===== config.mk =====
export PLATFORM = sky130hd
export DESIGN_NAME = arith_serial_flat
export DESIGN_NICKNAME = d
export VERILOG_FILES = /design/src/rtl/arith_serial_if.sv /design/src/rtl/arith_serial.sv /design/src/flat_wrapper.sv
export SDC_FILE = /design/constraint.sdc
export NUM_CORES = 1
export LEC_CHECK = 0
export ABC_AREA = 1
export CORE_ASPECT_RATIO = 1.25
export CORE_MARGIN = 1
export CORE_UTILIZATION = 27
export CTS_BUF_LIST = sky130_fd_sc_hd__clkbuf_2
export DETAILED_ROUTE_END_ITERATION = 16
export HOLD_SLACK_MARGIN = 0.12
export PLACE_DENSITY = 0.52
export SYNTH_ARGS = -nofsm -noshare
export SYNTH_HDL_FRONTEND = slang
export SYNTH_SLANG_ARGS = --single-unit
export TNS_END_PERCENT = 50

===== constraint.sdc =====
create_clock -name clk -period 3.76 [get_ports clk]
set_input_delay 0.752 -clock clk [delete_from_list [all_inputs] [get_ports clk]]
set_output_delay 0.752 -clock clk [all_outputs]
set_load 0.01 [all_outputs]

===== src/rtl/arith_serial_if.sv =====
// arith_serial_if: valid/ready request and response bundle for arith_serial
interface arith_serial_if #(parameter int WIDTH = 8);
  logic in_valid, in_ready, SUB, out_valid, out_ready, OV;
  logic [WIDTH-1:0] A, B, SUM;
  modport master (output in_valid, A, B, SUB, out_ready, input in_ready, out_valid, SUM, OV);
  modport slave (input in_valid, A, B, SUB, out_ready, output in_ready, out_valid, SUM, OV);
endinterface


===== src/rtl/arith_serial.sv =====
// arith_serial: bit-serial two's-complement adder/subtractor, LSB first, valid/ready handshakes
module arith_serial #(
  parameter int WIDTH = 8
) (
  input logic clk,
  input logic rst,
  arith_serial_if.slave s
);
  localparam int CW = $clog2(WIDTH);
  typedef enum logic [1:0] {IDLE, CALC, DONE} state_t;
  state_t state_q, state_d;
  logic [WIDTH-1:0] a_q, a_d, b_q, b_d, r_q, r_d, sum_q, sum_d;
  logic [CW-1:0] cnt_q, cnt_d;
  logic carry_q, carry_d, ov_q, ov_d, sum_bit, carry_out, last, accept;
  assign last = cnt_q == CW'(WIDTH - 1);
  assign accept = state_q == IDLE && s.in_valid;
  // state register
  always_ff @(posedge clk) state_q <= rst ? IDLE : state_d;
  // datapath registers: operand shifters, result shifter, carry, bit counter, held result
  always_ff @(posedge clk) begin
    if (rst) begin
      a_q <= '0;
      b_q <= '0;
      r_q <= '0;
      sum_q <= '0;
      cnt_q <= '0;
      carry_q <= 1'b0;
      ov_q <= 1'b0;
    end else begin
      a_q <= a_d;
      b_q <= b_d;
      r_q <= r_d;
      sum_q <= sum_d;
      cnt_q <= cnt_d;
      carry_q <= carry_d;
      ov_q <= ov_d;
    end
  end
  // next state: accept in IDLE, finish after the MSB, release on response handshake
  always_comb
    state_d = accept ? CALC :
              (state_q == CALC && last) ? DONE :
              (state_q == DONE && s.out_ready) ? IDLE : state_q;
  // one full-adder step per CALC cycle; subtraction is A + ~B with carry-in 1
  always_comb begin
    sum_bit = a_q[0] ^ b_q[0] ^ carry_q;
    carry_out = (a_q[0] & b_q[0]) | (a_q[0] & carry_q) | (b_q[0] & carry_q);
    a_d = a_q;
    b_d = b_q;
    r_d = r_q;
    cnt_d = cnt_q;
    carry_d = carry_q;
    sum_d = sum_q;
    ov_d = ov_q;
    if (accept) begin
      a_d = s.A;
      b_d = s.B ^ {WIDTH{s.SUB}};
      r_d = '0;
      cnt_d = '0;
      carry_d = s.SUB;
    end else if (state_q == CALC) begin
      a_d = a_q >> 1;
      b_d = b_q >> 1;
      r_d = {sum_bit, r_q[WIDTH-1:1]};
      cnt_d = cnt_q + 1'b1;
      carry_d = carry_out;
      sum_d = last ? r_d : sum_q;
      ov_d = last ? carry_q ^ carry_out : ov_q;
    end
  end
  // handshake flags decode the state register only
  always_comb begin
    s.in_ready = state_q == IDLE;
    s.out_valid = state_q == DONE;
    s.SUM = sum_q;
    s.OV = ov_q;
  end
endmodule


===== src/flat_wrapper.sv =====
// flat-port wrapper written by rule: the top's interface ports become plain ports
module arith_serial_flat 
#(
  parameter int WIDTH = 8
)
  (clk, rst, s_in_valid, s_A, s_B, s_SUB, s_out_ready, s_in_ready, s_out_valid, s_SUM, s_OV);
  arith_serial_if #(.WIDTH(WIDTH)) s_i ();
  input logic clk;
  input logic rst;
  input wire logic [$bits(s_i.in_valid)-1:0] s_in_valid;
  input wire logic [$bits(s_i.A)-1:0] s_A;
  input wire logic [$bits(s_i.B)-1:0] s_B;
  input wire logic [$bits(s_i.SUB)-1:0] s_SUB;
  input wire logic [$bits(s_i.out_ready)-1:0] s_out_ready;
  output wire logic [$bits(s_i.in_ready)-1:0] s_in_ready;
  output wire logic [$bits(s_i.out_valid)-1:0] s_out_valid;
  output wire logic [$bits(s_i.SUM)-1:0] s_SUM;
  output wire logic [$bits(s_i.OV)-1:0] s_OV;
  assign s_i.in_valid = s_in_valid;
  assign s_i.A = s_A;
  assign s_i.B = s_B;
  assign s_i.SUB = s_SUB;
  assign s_i.out_ready = s_out_ready;
  assign s_in_ready = s_i.in_ready;
  assign s_out_valid = s_i.out_valid;
  assign s_SUM = s_i.SUM;
  assign s_OV = s_i.OV;
  arith_serial #(.WIDTH(WIDTH)) u_core (.clk(clk), .rst(rst), .s(s_i));
endmodule

==> results of run 1 <==
## path summary, 6_finish.rpt
path / startpoint / to / depth (start not counted)
worst max-delay path: u_core.state_q[0] / s_in_ready / 2
worst min-delay path: u_core.r_q[1] / u_core.s.SUM[0] / 2
worst max register to register: u_core.state_q[0] / u_core.s.OV / 4
worst min register to register: u_core.r_q[1] / u_core.s.SUM[0] / 2
## worst max-delay path: stages, from the launching register on
cell and delay (ns):
dfxtp_1 0.56, nor2_4 0.34, clkdlybuf4s50_1 0.59
## area by class of cell
class	count	area share, %
clock inverter	3	1.83
inverter	27	4.63
tap	85	4.85
clock buffer	5	1.14
sequential	38	34.7
multi-input combinational	176	38.3
timing repair buffer	32	14.5
## power by group
part | internal (mW) | leakage [nW] | switching (mW) | total (mW)
sequential | 0.422 | 0.310 | 0.0137 | 0.435
clock | 0.110 | 0.0427 | 0.139 | 0.250
combinational | 0.0512 | 0.549 | 0.0630 | 0.114
## cell families after synthesis
logic type                 count (synthesis)
buffers and inverters                     39
AOI/OAI and AO/OA                         44
and+or+nand+nor                          122
xor gates and xnor gates                   7
adders and majority gates                  3
DFF                                       38
## cells in the final DEF, fill, tap and decap left out, drive strengths merged
cell type and instances:
clkdlybuf4s50 31, nand3 20, clkbuf 5, nor3 1
nand2 72, dfxtp 38, bufinv 1, clkinv 2
fa 1, nor2 29, o21ai 15, ha 2
buf 1, xor2 7, inv 27, a21oi 29
## per-layer routing
layer | wire, um | global-route usage, % | vias to the layer above
met1 | 1800 | 15.8 | 690
met2 | 1750 | 19.5 | 34
li1 | - | - | 846
met4 | 66 | 4.25 | 0
met3 | 164 | 3.26 | 6
met5 | 0 | 0 | -
## flip-flops by register name (all words and copies together) (netlist names)
signal / cells
u_core.s.OV: 1
u_core.a_q: 8
u_core.s.SUM: 8
u_core.r_q: 7
u_core.state_q: 2
u_core.carry_q: 1
u_core.b_q: 8
u_core.cnt_q: 3
==> impl_metrics.tcl, run 1 <==
set metrics [dict create \
    status "completed" \
    grt_pass1_wl_um 6600 \
    cts-root-buf "clkbuf_2" \
    multi_input_area_um2 840 \
    seqCellArea_um2 761 \
    io-pin-count 32 \
    rrSetupSlack_ns 1.88 \
    yosys.cell_types.count 20 \
    grt_use_total_pct 12.3 \
    cts_tree "done" \
    grt_max_degree 19 \
    num_rows 32 \
    maxSlewHeadroom_pct 55.7 \
    final_net_count 304 \
    synth_adder_area_share_pct 2.54 \
    wl_per_cell_um 10.3 \
    synth.mux.area_fraction_pct 0 \
    layout_setup_ws_ns 1.15 \
    final_area_um2 2190 \
    n_antenna_cell 0 \
    synth_commonest_cells "nand2_1 (71), dfxtp_1 (38), a21oi_1 (29)" \
    finalNonFillerCells 366 \
    dr_total_vias 1576 \
    vias_per_cell 4.31 \
    syn_inst 253 \
    htree_levels 2 \
    required_ns 3.01 \
    drive_gt1_share_pct 5.69 \
    post_cts_buffers 0 \
    p_leak_nw 0.902 \
    synth_area_leaders "dfxtp_1 (43%), nand2_1 (15%), a21oi_1 (8.2%)" \
    hold_path_class "reg -> reg" \
    grt_pass1_vias 1461 \
    clock_sinks 38 \
    post-route-util_pct 35.1 \
    power_density_nw_per_um2 365 \
    setup-tns-final_ns 0 \
    syn_area_per_cell_um2 7.00 \
    antenna_found_initial 0 \
    synth_xor_area_share_pct 3.46 \
    worst_ep_arrival_time_ns 1.86 \
    drc 0 \
    synth_top_cell_by_area "dfxtp_1" \
    clockBufferDepth 2 \
    syn_to_final_growth_pct 23.7 \
    final-setup-viol-count 0 \
    start_kind "flip-flop" \
    ys_seq_area_share_pct 42.9 \
    antenna_left 0 \
    end_kind "output pin" \
    clkSlewWorstSetupHoldPaths_ns 0.19 \
    p_total_uw 799 \
    cap_violations 0 \
    fmax_mhz 383 \
    synthArstFlopShare_pct 0 \
    first_pass_iters 4 \
    drt-total-wl_um 3780 \
    overflow 0 \
    synthSimpleGateAreaFrac_pct 28.3 \
    synth_edf_count 0 \
    first_iter_violations 71 \
    whs_ns 0.477 \
    syn-cell-area_um2 1770 \
    hold_violations 0 \
    irDropWorstVdd_mv 0.133 \
    rsz0062_at_grt "no" \
    worstSkewPairLatency_ns 0.39 \
    slew_viol_final 0 \
    fin_crit_sh_pct 69.5 \
    yosys_warnings 0 \
    cts_resized 0 \
    fp.dieH_um 92.6 \
    ys.flop_type "dfxtp_1" \
    cts_buffers 5 \
    fp.dieW_um 74.5 \
    synth_compound_area_share_pct 13.1 \
    die_area_um2 6890 \
    fillerInstances 717 \
    placed_cell_area_um2 2130 \
    cts_hold_buf 0 \
    synth_top_area_share_pct 42.9 \
    synth-seq-cells 38 \
    synth_top_family_by_area "simple AND/OR/NAND/NOR gates" \
    placedCellCount 358 \
    initial_core_util_pct 28.4 \
    post-place-ws_ns 1.31 \
    synth_nets 277 \
    portBuffers 31 \
    tightestPinTransition_ns 0.664 \
    core_area_um2 6250 \
    finalClockSkew_ns 0.0160 \
    cp_max_fo 16 \
    globalplace.congestion 0.730 \
    synth_most_common_cell "nand2_1" \
    hpwl_um 2560 \
    period_minus_slack_ns 2.61 \
    crit_type "reg -> out" \
]
Power figures use the tool's default switching activity.
==> run 2: changes to the inputs <==
Settings changed: PLACE_DENSITY 0.52 to 0.53.
Clock period 3.76 ns to 2.2 ns, I/O delays scaled along.
==> run 2 against run 1 <==
Against the previous run:
- final area is 0.91% higher
- global-route usage increased by 0.18 points
- first-iteration DRC count up 2.8%
- via count rose by 0.89%
- wire length rose by 0.95%
- flip-flop and latch count stayed put
- clock skew grew 0.0086 ns
- combinational power grew 82%
- largest power group unchanged
- highest routed layer unchanged
==> impl_metrics.tcl, run 2 (synthesis results as in run 1) <==
set metrics [dict create \
    status "completed" \
    cts_tree "done" \
    cap_violations 0 \
    power_density_nw_per_um2 565 \
    worst_ep_arrival_time_ns 1.63 \
    p_leak_nw 0.918 \
    overflow 0 \
    clock_sinks 38 \
    syn_to_final_growth_pct 24.8 \
    end_kind "output pin" \
    worstSkewPairLatency_ns 0.39 \
    drt-total-wl_um 3820 \
    cp_max_fo 15 \
    dr_total_vias 1590 \
    globalplace.congestion 0.732 \
    drive_gt1_share_pct 7.67 \
    post_cts_buffers 0 \
    cts_buffers 5 \
    initial_core_util_pct 28.4 \
    grt_use_total_pct 12.5 \
    fp.dieH_um 92.6 \
    maxSlewHeadroom_pct 65.8 \
    layout_setup_ws_ns 0.134 \
    antenna_left 0 \
    htree_levels 2 \
    multi_input_area_um2 840 \
    rsz0062_at_grt "no" \
    cts-root-buf "clkbuf_2" \
    n_antenna_cell 0 \
    grt_pass1_wl_um 6570 \
    period_minus_slack_ns 2.07 \
    most-common-layout-cells "nand2_1 (71), dfxtp_1 (37), clkdlybuf4s50_1 (31)" \
    vias_per_cell 4.27 \
    final-setup-viol-count 0 \
    hold_path_class "reg -> reg" \
    tightestPinTransition_ns 0.511 \
    grt_max_degree 19 \
    fin_crit_sh_pct 93.9 \
    first_pass_iters 4 \
    p_total_mw 1.25 \
    fp.dieW_um 74.5 \
    seqCellArea_um2 762 \
    final_common_cell "nand2_1" \
    num_rows 32 \
    fillerInstances 730 \
    irDropWorstVdd_mv 0.208 \
    final_area_um2 2210 \
    crit_type "reg -> out" \
    io-pin-count 32 \
    slew_viol_final 0 \
    drc 0 \
    final_net_count 310 \
    clockBufferDepth 2 \
    portBuffers 31 \
    core_area_um2 6250 \
    first_iter_violations 73 \
    placed_cell_area_um2 2170 \
    start_kind "flip-flop" \
    wl_per_cell_um 10.3 \
    post-place-ws_ns 0.308 \
    finalClockSkew_ns 0.0246 \
    antenna_found_initial 0 \
    setup-tns-final_ns 0 \
    required_ns 1.76 \
    hpwl_um 2650 \
    grt_pass1_vias 1464 \
    fmax_mhz 484 \
    clkSlewWorstSetupHoldPaths_ns 0.19 \
    hold_violations 0 \
    die_area_um2 6890 \
]
[run 2: changes by cell type in the layout (fill, tap and decap cells not counted), sizes merged]
cell / delta
clkbuf: +1
bufinv: -1
buf: +6
[run 2: worst max-delay path, stage by stage, from the launching register on]
cell,delay [ns]
dfxtp_2,0.40
inv_2,0.14
nor2_1,0.16
clkdlybuf4s50_1,0.56
[run 2: final timing paths]
| kind | startpoint | to | slack, ns | cells after the start |
|---|---|---|---|---|
| setup / recovery | u_core.state_q[1] | s_out_valid | 0.13 | 3 |
| hold / removal | u_core.s.SUM[1] | u_core.s.SUM[1] | 0.47 | 2 |
| setup reg to reg | u_core.state_q[0] | u_core.b_q[5] | 0.73 | 4 |
| hold reg to reg | u_core.s.SUM[1] | u_core.s.SUM[1] | 0.47 | 2 |
[run 2: metrics by stage]
stage                     hold slack (ns)  std cells  utilization (%)
after floorplan                     0.440        253                -
after global placement              0.450        364             34.8
after detailed placement            0.453        364             34.8
after CTS                           0.477        372             35.4
after global routing                0.495        372             35.4
final                               0.474        372             35.4
[run 2: repair_timing]
item / CTS / global route
hold buffers: 0 / 0
endpoints found under the setup margin: 0 / 1
gates resized for setup: 0 / 1
[run 2: final cells by class]
type | instances | share of cell area, %
Multi-Input combinational cell | 176 | 38.0
Sequential cell | 38 | 34.5
Timing Repair Buffer | 38 | 16.4
Tap cell | 85 | 4.81
Inverter | 27 | 4.58
Clock buffer | 6 | 1.36
Clock inverter | 2 | 0.396
[run 2: where the power goes]
group | switching [mW] | leakage (nW) | internal, mW
clock | 0.226 | 0.0304 | 0.0782
combinational | 0.113 | 0.577 | 0.0943
sequential | 0.0176 | 0.311 | 0.720
[run 2: routing by layer]
layer / GRT usage [%] / wire length [um]
met4: 4.72 / 61
met5: 0 / 0
met2: 20.2 / 1820
met3: 3.26 / 152
met1: 15.5 / 1790
